### src/rtl/pc_pkg.sv
// Shared types and default sizing for the fetch-stage program counter.
package pc_pkg;

  localparam int unsigned PC_W       = 6;
  localparam int unsigned PC_OFF_W   = 4;
  localparam int unsigned PC_STACK_S = 4;

  // Priority-resolved source of the next PC value.
  typedef enum logic [2:0] {
    PC_HOLD,
    PC_RET,
    PC_CALL,
    PC_JUMP,
    PC_BRANCH,
    PC_INC
  } pc_sel_e;

endpackage

### src/rtl/pc_stack_if.sv
// Control/status bundle between the decoder and the PC/return-stack block.
// Optional PC_STICKY_ERR_EN adds the sticky stackErr status line.
interface pc_stack_if #(
  parameter int unsigned D  = pc_pkg::PC_W,
  parameter int unsigned OW = pc_pkg::PC_OFF_W,
  parameter int unsigned S  = pc_pkg::PC_STACK_S
);
  localparam int unsigned DW = $clog2(S + 1);

  logic          stall;
  logic          jumpEn;
  logic          branchEn;
  logic          callEn;
  logic          retEn;
  logic [D-1:0]  target;
  logic [OW-1:0] offset;
  logic [D-1:0]  programCounter;
  logic [DW-1:0] stackDepth;
  logic          stackFull;
  logic          stackEmpty;
  logic          stackOvf;
  logic          stackUnf;
`ifdef PC_STICKY_ERR_EN
  logic          stackErr;
`endif

  modport master (
    output stall, jumpEn, branchEn, callEn, retEn, target, offset,
    input  programCounter, stackDepth, stackFull, stackEmpty, stackOvf, stackUnf
`ifdef PC_STICKY_ERR_EN
    , input stackErr
`endif
  );

  modport slave (
    input  stall, jumpEn, branchEn, callEn, retEn, target, offset,
    output programCounter, stackDepth, stackFull, stackEmpty, stackOvf, stackUnf
`ifdef PC_STICKY_ERR_EN
    , output stackErr
`endif
  );

endinterface

### src/rtl/ret_stack.sv
// Return-address LIFO with depth tracking and registered overflow/underflow pulses.
module ret_stack import pc_pkg::*; #(
  parameter int unsigned D = PC_W,
  parameter int unsigned S = PC_STACK_S
) (
  input  logic                     clk,
  input  logic                     reset,
  input  logic                     push,
  input  logic                     pop,
  input  logic [D-1:0]             push_data,
  output logic [D-1:0]             top,
  output logic [$clog2(S+1)-1:0]   depth,
  output logic                     full,
  output logic                     empty,
  output logic                     ovf,
  output logic                     unf
);

  localparam int unsigned DW = $clog2(S + 1);
  localparam int unsigned AW = (S > 1) ? $clog2(S) : 1;
  localparam logic [DW-1:0] DepthMax = DW'(S);

  logic [D-1:0]  mem_q [S];
  logic [DW-1:0] depth_q, depth_d;
  logic          ovf_q, ovf_d;
  logic          unf_q, unf_d;
  logic          do_push, do_pop;
  logic [AW-1:0] top_idx;

  assign full    = (depth_q == DepthMax);
  assign empty   = (depth_q == '0);
  // Pop wins over a simultaneous push; a push while full is dropped.
  assign do_pop  = pop & ~empty;
  assign do_push = push & ~pop & ~full;
  assign top_idx = AW'(depth_q - DW'(1));

  always_comb begin
    depth_d = depth_q;
    if (do_pop) begin
      depth_d = depth_q - DW'(1);
    end else if (do_push) begin
      depth_d = depth_q + DW'(1);
    end
    ovf_d = push & ~pop & full;
    unf_d = pop & empty;
  end

  always_ff @(posedge clk or posedge reset) begin
    if (reset) begin
      depth_q <= '0;
      ovf_q   <= 1'b0;
      unf_q   <= 1'b0;
    end else begin
      depth_q <= depth_d;
      ovf_q   <= ovf_d;
      unf_q   <= unf_d;
    end
  end

  // Storage carries no reset; validity is tracked solely by depth_q.
  always_ff @(posedge clk) begin
    if (do_push && !reset) begin
      mem_q[depth_q[AW-1:0]] <= push_data;
    end
  end

  assign top   = mem_q[top_idx];
  assign depth = depth_q;
  assign ovf   = ovf_q;
  assign unf   = unf_q;

endmodule

### src/rtl/pc_stack.sv
// Fetch-stage program counter: priority next-PC mux, PC register and return stack.
// Optional PC_STICKY_ERR_EN adds a sticky stackErr output cleared only by reset.
module pc_stack import pc_pkg::*; #(
  parameter int unsigned D  = PC_W,
  parameter int unsigned OW = PC_OFF_W,
  parameter int unsigned S  = PC_STACK_S
) (
  input  logic       clk,
  input  logic       reset,
  pc_stack_if.slave  bus
);

  pc_sel_e               sel;
  logic [D-1:0]          pc_q, pc_d;
  logic [D-1:0]          pc_inc;
  logic signed [D-1:0]   off_ext;
  logic [D-1:0]          stack_top;
  logic                  push_req, pop_req;
  logic                  st_empty;

  assign pc_inc  = pc_q + D'(1);
  assign off_ext = D'(signed'(bus.offset));

  // Stack requests are qualified only by stall; ret_stack flags the error cases.
  assign pop_req  = ~bus.stall & bus.retEn;
  assign push_req = ~bus.stall & ~bus.retEn & bus.callEn;

  ret_stack #(
    .D (D),
    .S (S)
  ) u_ret_stack (
    .clk       (clk),
    .reset     (reset),
    .push      (push_req),
    .pop       (pop_req),
    .push_data (pc_inc),
    .top       (stack_top),
    .depth     (bus.stackDepth),
    .full      (bus.stackFull),
    .empty     (st_empty),
    .ovf       (bus.stackOvf),
    .unf       (bus.stackUnf)
  );

  assign bus.stackEmpty = st_empty;

  always_comb begin
    sel = PC_INC;
    if (bus.stall) begin
      sel = PC_HOLD;
    end else if (bus.retEn) begin
      // Return from an empty stack degrades to a plain increment.
      sel = st_empty ? PC_INC : PC_RET;
    end else if (bus.callEn) begin
      sel = PC_CALL;
    end else if (bus.jumpEn) begin
      sel = PC_JUMP;
    end else if (bus.branchEn) begin
      sel = PC_BRANCH;
    end
  end

  always_comb begin
    pc_d = pc_inc;
    case (sel)
      PC_HOLD:   pc_d = pc_q;
      PC_RET:    pc_d = stack_top;
      PC_CALL:   pc_d = bus.target;
      PC_JUMP:   pc_d = bus.target;
      PC_BRANCH: pc_d = pc_q + off_ext;
      default:   pc_d = pc_inc;
    endcase
  end

  always_ff @(posedge clk or posedge reset) begin
    if (reset) begin
      pc_q <= '0;
    end else begin
      pc_q <= pc_d;
    end
  end

  assign bus.programCounter = pc_q;

`ifdef PC_STICKY_ERR_EN
  logic err_q;

  always_ff @(posedge clk or posedge reset) begin
    if (reset) begin
      err_q <= 1'b0;
    end else begin
      err_q <= err_q | bus.stackOvf | bus.stackUnf;
    end
  end

  assign bus.stackErr = err_q | bus.stackOvf | bus.stackUnf;
`endif

endmodule

### src/flat_wrapper.sv
// flat-port wrapper written by rule: the top's interface ports become plain ports
module pc_stack_flat import pc_pkg::*;
#(
  parameter int unsigned D  = PC_W,
  parameter int unsigned OW = PC_OFF_W,
  parameter int unsigned S  = PC_STACK_S
)
  (clk, reset, bus_stall, bus_jumpEn, bus_branchEn, bus_callEn, bus_retEn, bus_target, bus_offset, bus_programCounter, bus_stackDepth, bus_stackFull, bus_stackEmpty, bus_stackOvf, bus_stackUnf);
  pc_stack_if #(.D(D), .OW(OW), .S(S)) bus_i ();
  input  logic clk;
  input  logic reset;
  input wire logic [$bits(bus_i.stall)-1:0] bus_stall;
  input wire logic [$bits(bus_i.jumpEn)-1:0] bus_jumpEn;
  input wire logic [$bits(bus_i.branchEn)-1:0] bus_branchEn;
  input wire logic [$bits(bus_i.callEn)-1:0] bus_callEn;
  input wire logic [$bits(bus_i.retEn)-1:0] bus_retEn;
  input wire logic [$bits(bus_i.target)-1:0] bus_target;
  input wire logic [$bits(bus_i.offset)-1:0] bus_offset;
  output wire logic [$bits(bus_i.programCounter)-1:0] bus_programCounter;
  output wire logic [$bits(bus_i.stackDepth)-1:0] bus_stackDepth;
  output wire logic [$bits(bus_i.stackFull)-1:0] bus_stackFull;
  output wire logic [$bits(bus_i.stackEmpty)-1:0] bus_stackEmpty;
  output wire logic [$bits(bus_i.stackOvf)-1:0] bus_stackOvf;
  output wire logic [$bits(bus_i.stackUnf)-1:0] bus_stackUnf;
  assign bus_i.stall = bus_stall;
  assign bus_i.jumpEn = bus_jumpEn;
  assign bus_i.branchEn = bus_branchEn;
  assign bus_i.callEn = bus_callEn;
  assign bus_i.retEn = bus_retEn;
  assign bus_i.target = bus_target;
  assign bus_i.offset = bus_offset;
  assign bus_programCounter = bus_i.programCounter;
  assign bus_stackDepth = bus_i.stackDepth;
  assign bus_stackFull = bus_i.stackFull;
  assign bus_stackEmpty = bus_i.stackEmpty;
  assign bus_stackOvf = bus_i.stackOvf;
  assign bus_stackUnf = bus_i.stackUnf;
  pc_stack #(.D(D), .OW(OW), .S(S)) u_core (.clk(clk), .reset(reset), .bus(bus_i));
endmodule
### config.mk
export PLATFORM = sky130hd
export DESIGN_NAME = pc_stack_flat
export DESIGN_NICKNAME = d
export VERILOG_FILES = /design/src/rtl/pc_pkg.sv /design/src/rtl/pc_stack_if.sv /design/src/rtl/ret_stack.sv /design/src/rtl/pc_stack.sv /design/src/flat_wrapper.sv
export SDC_FILE = /design/constraint.sdc
export NUM_CORES = 1
export LEC_CHECK = 0
export ABC_AREA = 1
export BUFFER_PORTS_ARGS = -buffer_cell sky130_fd_sc_hd__buf_2
export CELL_PAD_IN_SITES_DETAIL_PLACEMENT = 2
export CELL_PAD_IN_SITES_GLOBAL_PLACEMENT = 2
export CORE_MARGIN = 3
export CORE_UTILIZATION = 37
export DETAILED_ROUTE_END_ITERATION = 10
export GPL_ROUTABILITY_DRIVEN = 0
export PLACE_DENSITY = 0.88
export SLEW_MARGIN = 20
export SYNTH_ARGS = -nofsm -noshare
export SYNTH_HDL_FRONTEND = slang
export SYNTH_SLANG_ARGS = --single-unit
### constraint.sdc
create_clock -name clk -period 4.48 [get_ports clk]
set_input_delay 1.344 -clock clk [delete_from_list [all_inputs] [get_ports clk]]
set_output_delay 1.344 -clock clk [all_outputs]
set_load 0.02 [all_outputs]
==> results of run 1 <==
==> layer usage <==
layer,share of wire,GRT usage
met3,0.045,0.03373
met2,0.50,0.3827
met4,0.016,0.07875
met1,0.44,0.3004
met5,0,0
==> cells in the final DEF, fill, tap and decap left out, drive strengths merged <==
master	Yosys	final
nand2	83	83
inv	52	53
nand3	35	35
buf	3	29
edfxtp	24	24
nor2	22	22
ha	11	11
dfrtp	11	11
xor2	6	6
a21oi	6	6
clkbuf	0	5
clkinv	4	4
nand3b	3	3
nor3	2	2
nand4	2	2
clkinvlp	0	2
o21ai	1	1
xnor2	1	1
nor4	1	1
fa	1	1
==> worst min-delay path, cell delays in order (launching register included) <==
cell and delay, ns:
dfrtp_1 0.44, nand2_1 0.09, nand2_1 0.06
==> through the flow <==
step,setup slack [ns],cells,power [mW]
after detailed placement,1.272,366,1.191
after global placement,1.482,366,1.138
after global routing,0.7958,374,1.546
after floorplan,1.816,268,0.9389
final,1.027,374,1.430
after CTS,1.002,374,1.443
==> power by group through the flow <==
stage | clock, mW | combinational (mW) | sequential (mW)
2_1_floorplan | 0 | 0.425 | 0.514
3_3_place_gp | 0 | 0.638 | 0.499
3_5_place_dp | 0 | 0.685 | 0.505
4_1_cts | 0.248 | 0.697 | 0.498
5_1_grt | 0.262 | 0.771 | 0.514
6_report | 0.243 | 0.689 | 0.498
==> cell families after synthesis <==
| group | Yosys count | synth area share |
|---|---|---|
| buffers and inverters | 59 | 0.1138 |
| flip-flops | 35 | 0.4505 |
| AO/OA/AOI/OAI | 7 | 0.01584 |
| adder cells (fa/ha/maj) | 12 | 0.07131 |
| XOR/XNOR | 7 | 0.02773 |
| AND/OR/NAND/NOR | 148 | 0.3209 |
==> cell type report <==
type                            count  area (µm²)  share of cell area
Clock buffer                        5       68.82             0.02734
Clock inverter                      3       23.77            0.009443
Inverter                           56       230.2             0.09145
Multi-Input combinational cell    174       963.4              0.3827
Sequential cell                    35       996.0              0.3956
Tap cell                           72       90.09             0.03579
Timing Repair Buffer               29       145.1             0.05765
==> worst paths after layout <==
check                                                      end                    startpoint  depth (start not counted)
worst min register to register    u_core.bus.programCounter[5]  u_core.bus.programCounter[5]                          2
worst min-delay path              u_core.bus.programCounter[5]  u_core.bus.programCounter[5]                          2
worst max-delay path                             bus_stackFull   u_core.u_ret_stack.depth[0]                          5
min in group asynchronous               u_core.u_ret_stack.unf                         reset                          2
max in group asynchronous         u_core.bus.programCounter[3]                         reset                          2
worst max register to register  u_core.u_ret_stack.mem_q[0][0]   u_core.u_ret_stack.depth[0]                          5
==> registers in the layout (all words and copies together) (netlist names) <==
| register | count |
|---|---|
| u_core.bus.programCounter | 6 |
| u_core.u_ret_stack.ovf | 1 |
| u_core.u_ret_stack.mem_q | 24 |
| u_core.u_ret_stack.depth | 3 |
| u_core.u_ret_stack.unf | 1 |
==> impl_results.md, run 1 <==
* Outcome: finished clean
* Final Skew at between 0.003 and 0.004 ns
* Max Buffers Root-to-Sink at 2
* Starting density of the core at 0.3919
* Max-Cap Viols at 0
* Max VDD drop at 0.2096 mV
* Die Area at 6939 µm²
* Worst-Margin Slew at ~0.63 ns
* Avg Inst Size Synth at 8.250 µm²
* Most frequent cell after synthesis: nand2_1
* Yosys reg bits at 35
* Post-CTS resize count at 0
* # IOs at 30
* Sw frac at 0.4800
* CTS tree: yes
* Synth area leaders: edfxtp_1, nand2_1, dfrtp_1
* Placed standard-cell area at between 2000 and 2500 µm²
* Final period util at 0.7708
* Rows at 27
* R2R Setup Slk at 1.72 ns
* Nets at 330
* Syn-to-layout area delta at 13.87%
* Post-synth EDFFs at 24
* Largest net degree at the start of global routing at 18
* Mapped Cells at 268
* Fillers at 670
* Synth area leader: edfxtp_1
* Leakage at around 1.3 nW
* Main synth FF type: edfxtp_1
* Syn Nets at 297
* Hold buffers post-CTS at 0
* Hpwl dp at between 5 and 6 mm
* Residual DRC count at 0
* H-tree lvl count at 2
* WP data arrival at ~2.1 ns
* Slowest-stage cell, CP: dfrtp_1
* Power per cell area at 568.1 nW/µm²
* CTS root buffer: clkbuf_8
* CP Launch Type: flop
* Sequential area share after synthesis at 0.4505
* Routed length per instance at 19.77 µm
* Die H at 83.30 µm
* Drt first pass iters at 4
* Pint at 0.7437 mW
* Sw Pwr at 0.6865 mW
* Initial antenna violation count at 0
* Vias at 1875
* Number of global-route vias before repair at around 2200
* Overall Global Routing Usage at 0.2287
* Critical path class: reg2out
* Leading cell types by count after synthesis: nand2_1, inv_1, nand3_1
* Syn. warnings at 0
* Logic pwr share at 0.482
* Grt total ovfl at 0
* Synth Cell Area at 2211 µm²
* CP top delay family: flip-flops
* Hold WS at roughly 0.62 ns
* CP Capture Type: output port
* CP Max Fanout at 17
* Seq pwr share at 0.348
* Cell variety after synth at 28
* Clock power share at 0.170
* Critical Path Most Common Cell: inv_1
* Worst-path clk slew at roughly 0.080 ns
* Critical Path, Cell by Cell: inv_1, ha_1, nand2_1, inv_1, buf_2
* Max-slew violations at 0
* Die Wd at 83.30 µm
* Hold WC Path Type: reg2reg
* Port Buf Inserts at 29
* DRT iter0 DRCs at 126
* Fin util at 0.4462
* Async S/R FF share, synth at 0.3143
* Later-pin clock latency in the skew report at 0.30 ns
* Yosys top cell area share at 0.3260
* Setup TNS after final layout at 0 ns
* Total Routed Length at between 7 and 8 mm
* First-pass GRT wire length at between 10 and 15 mm
* Number of vias per cell at 5.013
* Share of cells above drive strength 1 at 0.1854
* FMAX at 0.2896 GHz
* Worst path buffer plus inverter count at 3
* Critical Path RT at 3.14 ns
* Post-CTS Setup Bufs at 0
* Final critical-path required period at 3.453 ns
* CTS Sinks at 35
* Finish-stage setup viols at 0
* RSZ-0062 raised after global routing: false
* Placeable Area at 5642 µm²
* Fin area at between 2000 and 3000 µm²
* Final Hold Fails at 0
* Num CTS Buffers at 5
* Post-route ant nets at 0
* Number of diodes at 0
* Relative slew slack at 0.5767
* Slowest stage delay, CP at 0.68 ns
Power figures use the tool's default switching activity.
==> inputs of run 2 (changes only) <==
- CORE_UTILIZATION: 37 -> 34
- PLACE_DENSITY: 0.88 -> 0.82
- clock period: 4.48 -> 3.3 ns (I/O delays scaled with it)
==> run 2 against run 1 <==
Against the previous run: final cell count is 1.3% higher; largest power group unchanged; setup slack worse by 0.49 ns; largest cell class unchanged; utilization is 2.6 points lower; flip-flop and latch count stayed put.
==> impl_results.md, run 2 (synthesis results as in run 1) <==
* Max-slew violations at 0 (unchanged)
* Number of vias per cell at 5.219 (+4.1%)
* Sw Pwr at 0.9682 mW (+41%)
* Largest net degree at the start of global routing at 18 (unchanged)
* Placed standard-cell area at 2444 µm² (+0.77%)
* Leakage at 1.287 nW (+2.4%)
* Overall Global Routing Usage at 0.2293 (+0.0006561)
* Worst hold start: u_core.bus.programCounter[5]
* Share of cells above drive strength 1 at 0.1908 (+0.005359)
* # IOs at 30 (unchanged)
* Reg2reg start: u_core.u_ret_stack.depth[0]
* Busiest grt layer: met2
* Hpwl dp at 5.718 mm (-0.37%)
* Met3 track demand over resource at 0.03517 (+0.001441)
* Final Hold Fails at 0 (unchanged)
* Hold buffers post-CTS at 0 (unchanged)
* First-pass GRT wire length at 12.46 mm (+2.7%)
* CP Max Fanout at 17 (unchanged)
* Final Skew at 0.007155 ns (+0.003214 ns)
* WP data arrival at 1.78 ns (-0.33 ns)
* Max VDD drop at 0.2593 mV (+24%)
* Placeable Area at 6096 µm² (+8.1%)
* Fin area at 2561 µm² (+1.7%)
* Syn-to-layout area delta at 15.85%
* Critical Path Start: u_core.u_ret_stack.depth[0]
* Number of flip-flops under the largest register name at 24 (unchanged)
* CP Capture Type: output port
* Fillers at 731 (+9.1%)
* Nets at 332 (+0.61%)
* Setup TNS after final layout at 0 ns (unchanged)
* CTS tree: yes
* Hold WC Path Type: reg2reg
* Initial antenna violation count at 0 (unchanged)
* Port Buf Inserts at 29 (unchanged)
* Clock power share at 0.206 (+0.036)
* Worst-path clk slew at 0.08 ns (about the same)
* H-tree lvl count at 2 (unchanged)
* Die Wd at 86.64 µm (+4.0%)
* Worst-Margin Slew at 0.8060 ns (+0.1733 ns)
* CTS root buffer: clkbuf_8
* Logic pwr share at 0.469 (-0.013)
* Met2 track demand over resource at 0.4200 (+0.03737)
* Rows at 28 (+3.7%)
* Vias at 1978 (+5.5%)
* Max-Cap Viols at 0 (unchanged)
* Number of global-route vias before repair at 2221 (+2.2%)
* Num CTS Buffers at 5 (unchanged)
* Routed length per instance at 21.01 µm (+6.3%)
* Outcome: finished clean
* Post-CTS Setup Bufs at 0 (unchanged)
* Critical path class: reg2out
* Post-route ant nets at 0 (unchanged)
* Final period util at 0.8388
* Residual DRC count at 0 (unchanged)
* Relative slew slack at 0.4607 (-0.1161)
* Post-CTS resize count at 0 (unchanged)
* Power per cell area at 812.5 nW/µm² (+43%)
* Total Routed Length at 7.963 mm (+7.7%)
* Pint at 1.113 mW (+50%)
* Die H at 86.64 µm (+4.0%)
* Finish-stage setup viols at 0 (unchanged)
* Later-pin clock latency in the skew report at 0.30 ns (about the same)
* Max Buffers Root-to-Sink at 2 (unchanged)
* Critical Path RT at 2.31 ns (-0.83 ns)
* Number of diodes at 0 (unchanged)
* CP Launch Type: flop
* Drt first pass iters at 4 (unchanged)
* GR Util met1 at 0.2804 (-0.02007)
* Commonest cells after routing, fill and taps aside: nand2_1, inv_1, nand3_1
* Leading cell type in the layout, fill and taps excluded: nand2_1
* Die Area at 7506 µm² (+8.2%)
* Grt total ovfl at 0 (unchanged)
* FMAX at 0.3613 GHz
* DRT iter0 DRCs at 120 (-4.8%)
* CTS Sinks at 35 (unchanged)
* Final critical-path required period at roughly 2.8 ns
* Sw frac at 0.4653 (-0.01475)
* Seq pwr share at 0.325 (-0.023)
* Starting density of the core at 0.3627 (-0.02920)
* RSZ-0062 raised after global routing: false
[run 2: changes by cell type in the layout (fill, tap and decap cells not counted)]
cell        before  now
buf_4            0    2
clkinvlp_4       2    0
bufinv_16        0    1
clkbuf_8         5    6
clkinv_2         0    1
inv_6            2    1
[run 2: cell type report]
type                    instances  area, µm²  share of cell area
repair buffers                 31      160.2             0.06253
flip-flops and latches         35      996.0              0.3889
well taps                      75      93.84             0.03664
multi-input cells             174      963.4              0.3762
inverters                      56      230.2             0.08989
clock inverters                 2      35.03             0.01368
clock buffers                   6      82.58             0.03224
[run 2: per-layer routing]
metal  vias up  share of wire
met2        63           0.53
met4         0          0.016
met5         -              0
li1        904              -
met3        12          0.051
met1       999           0.41
[run 2: through the flow]
step	worst slack (ns)	utilization	hold slack, ns	std cells	power [mW]
global route	0.3543	0.4202	0.6555	379	2.218
CTS	0.5179	0.4202	0.5819	379	2.092
floorplan	0.9897	-	0.6377	268	1.275
detailed placement	0.7011	0.4009	0.5612	371	1.628
finish	0.5320	0.4202	0.5780	379	2.081
global placement	0.9261	0.4009	0.5615	371	1.561
[run 2: power by group through the flow]
stage | Combinational, mW | Sequential (mW) | Clock (mW)
3_3_place_gp | 0.879 | 0.681 | 0
2_1_floorplan | 0.577 | 0.697 | 0
6_report | 0.975 | 0.677 | 0.429
5_1_grt | 1.08 | 0.690 | 0.445
3_5_place_dp | 0.944 | 0.685 | 0
4_1_cts | 0.987 | 0.676 | 0.429
[run 2: critical path, cell delays in order, from the launching register on]
cell     delay, ns
dfrtp_1       0.71
inv_1         0.14
ha_1          0.28
inv_1         0.13
nor2_4        0.06
buf_2         0.16
[run 2: worst paths after layout]
| path | slack (ns) | depth (start not counted) | to |
|---|---|---|---|
| setup reg to reg | 0.74 | 5 | u_core.u_ret_stack.mem_q[2][0] |
| min in group asynchronous | 0.71 | 3 | u_core.bus.programCounter[1] |
| hold / removal | 0.58 | 2 | u_core.bus.programCounter[5] |
| hold reg to reg | 0.58 | 2 | u_core.bus.programCounter[5] |
| max in group asynchronous | 2.42 | 3 | u_core.bus.programCounter[4] |
| setup / recovery | 0.53 | 5 | bus_stackEmpty |
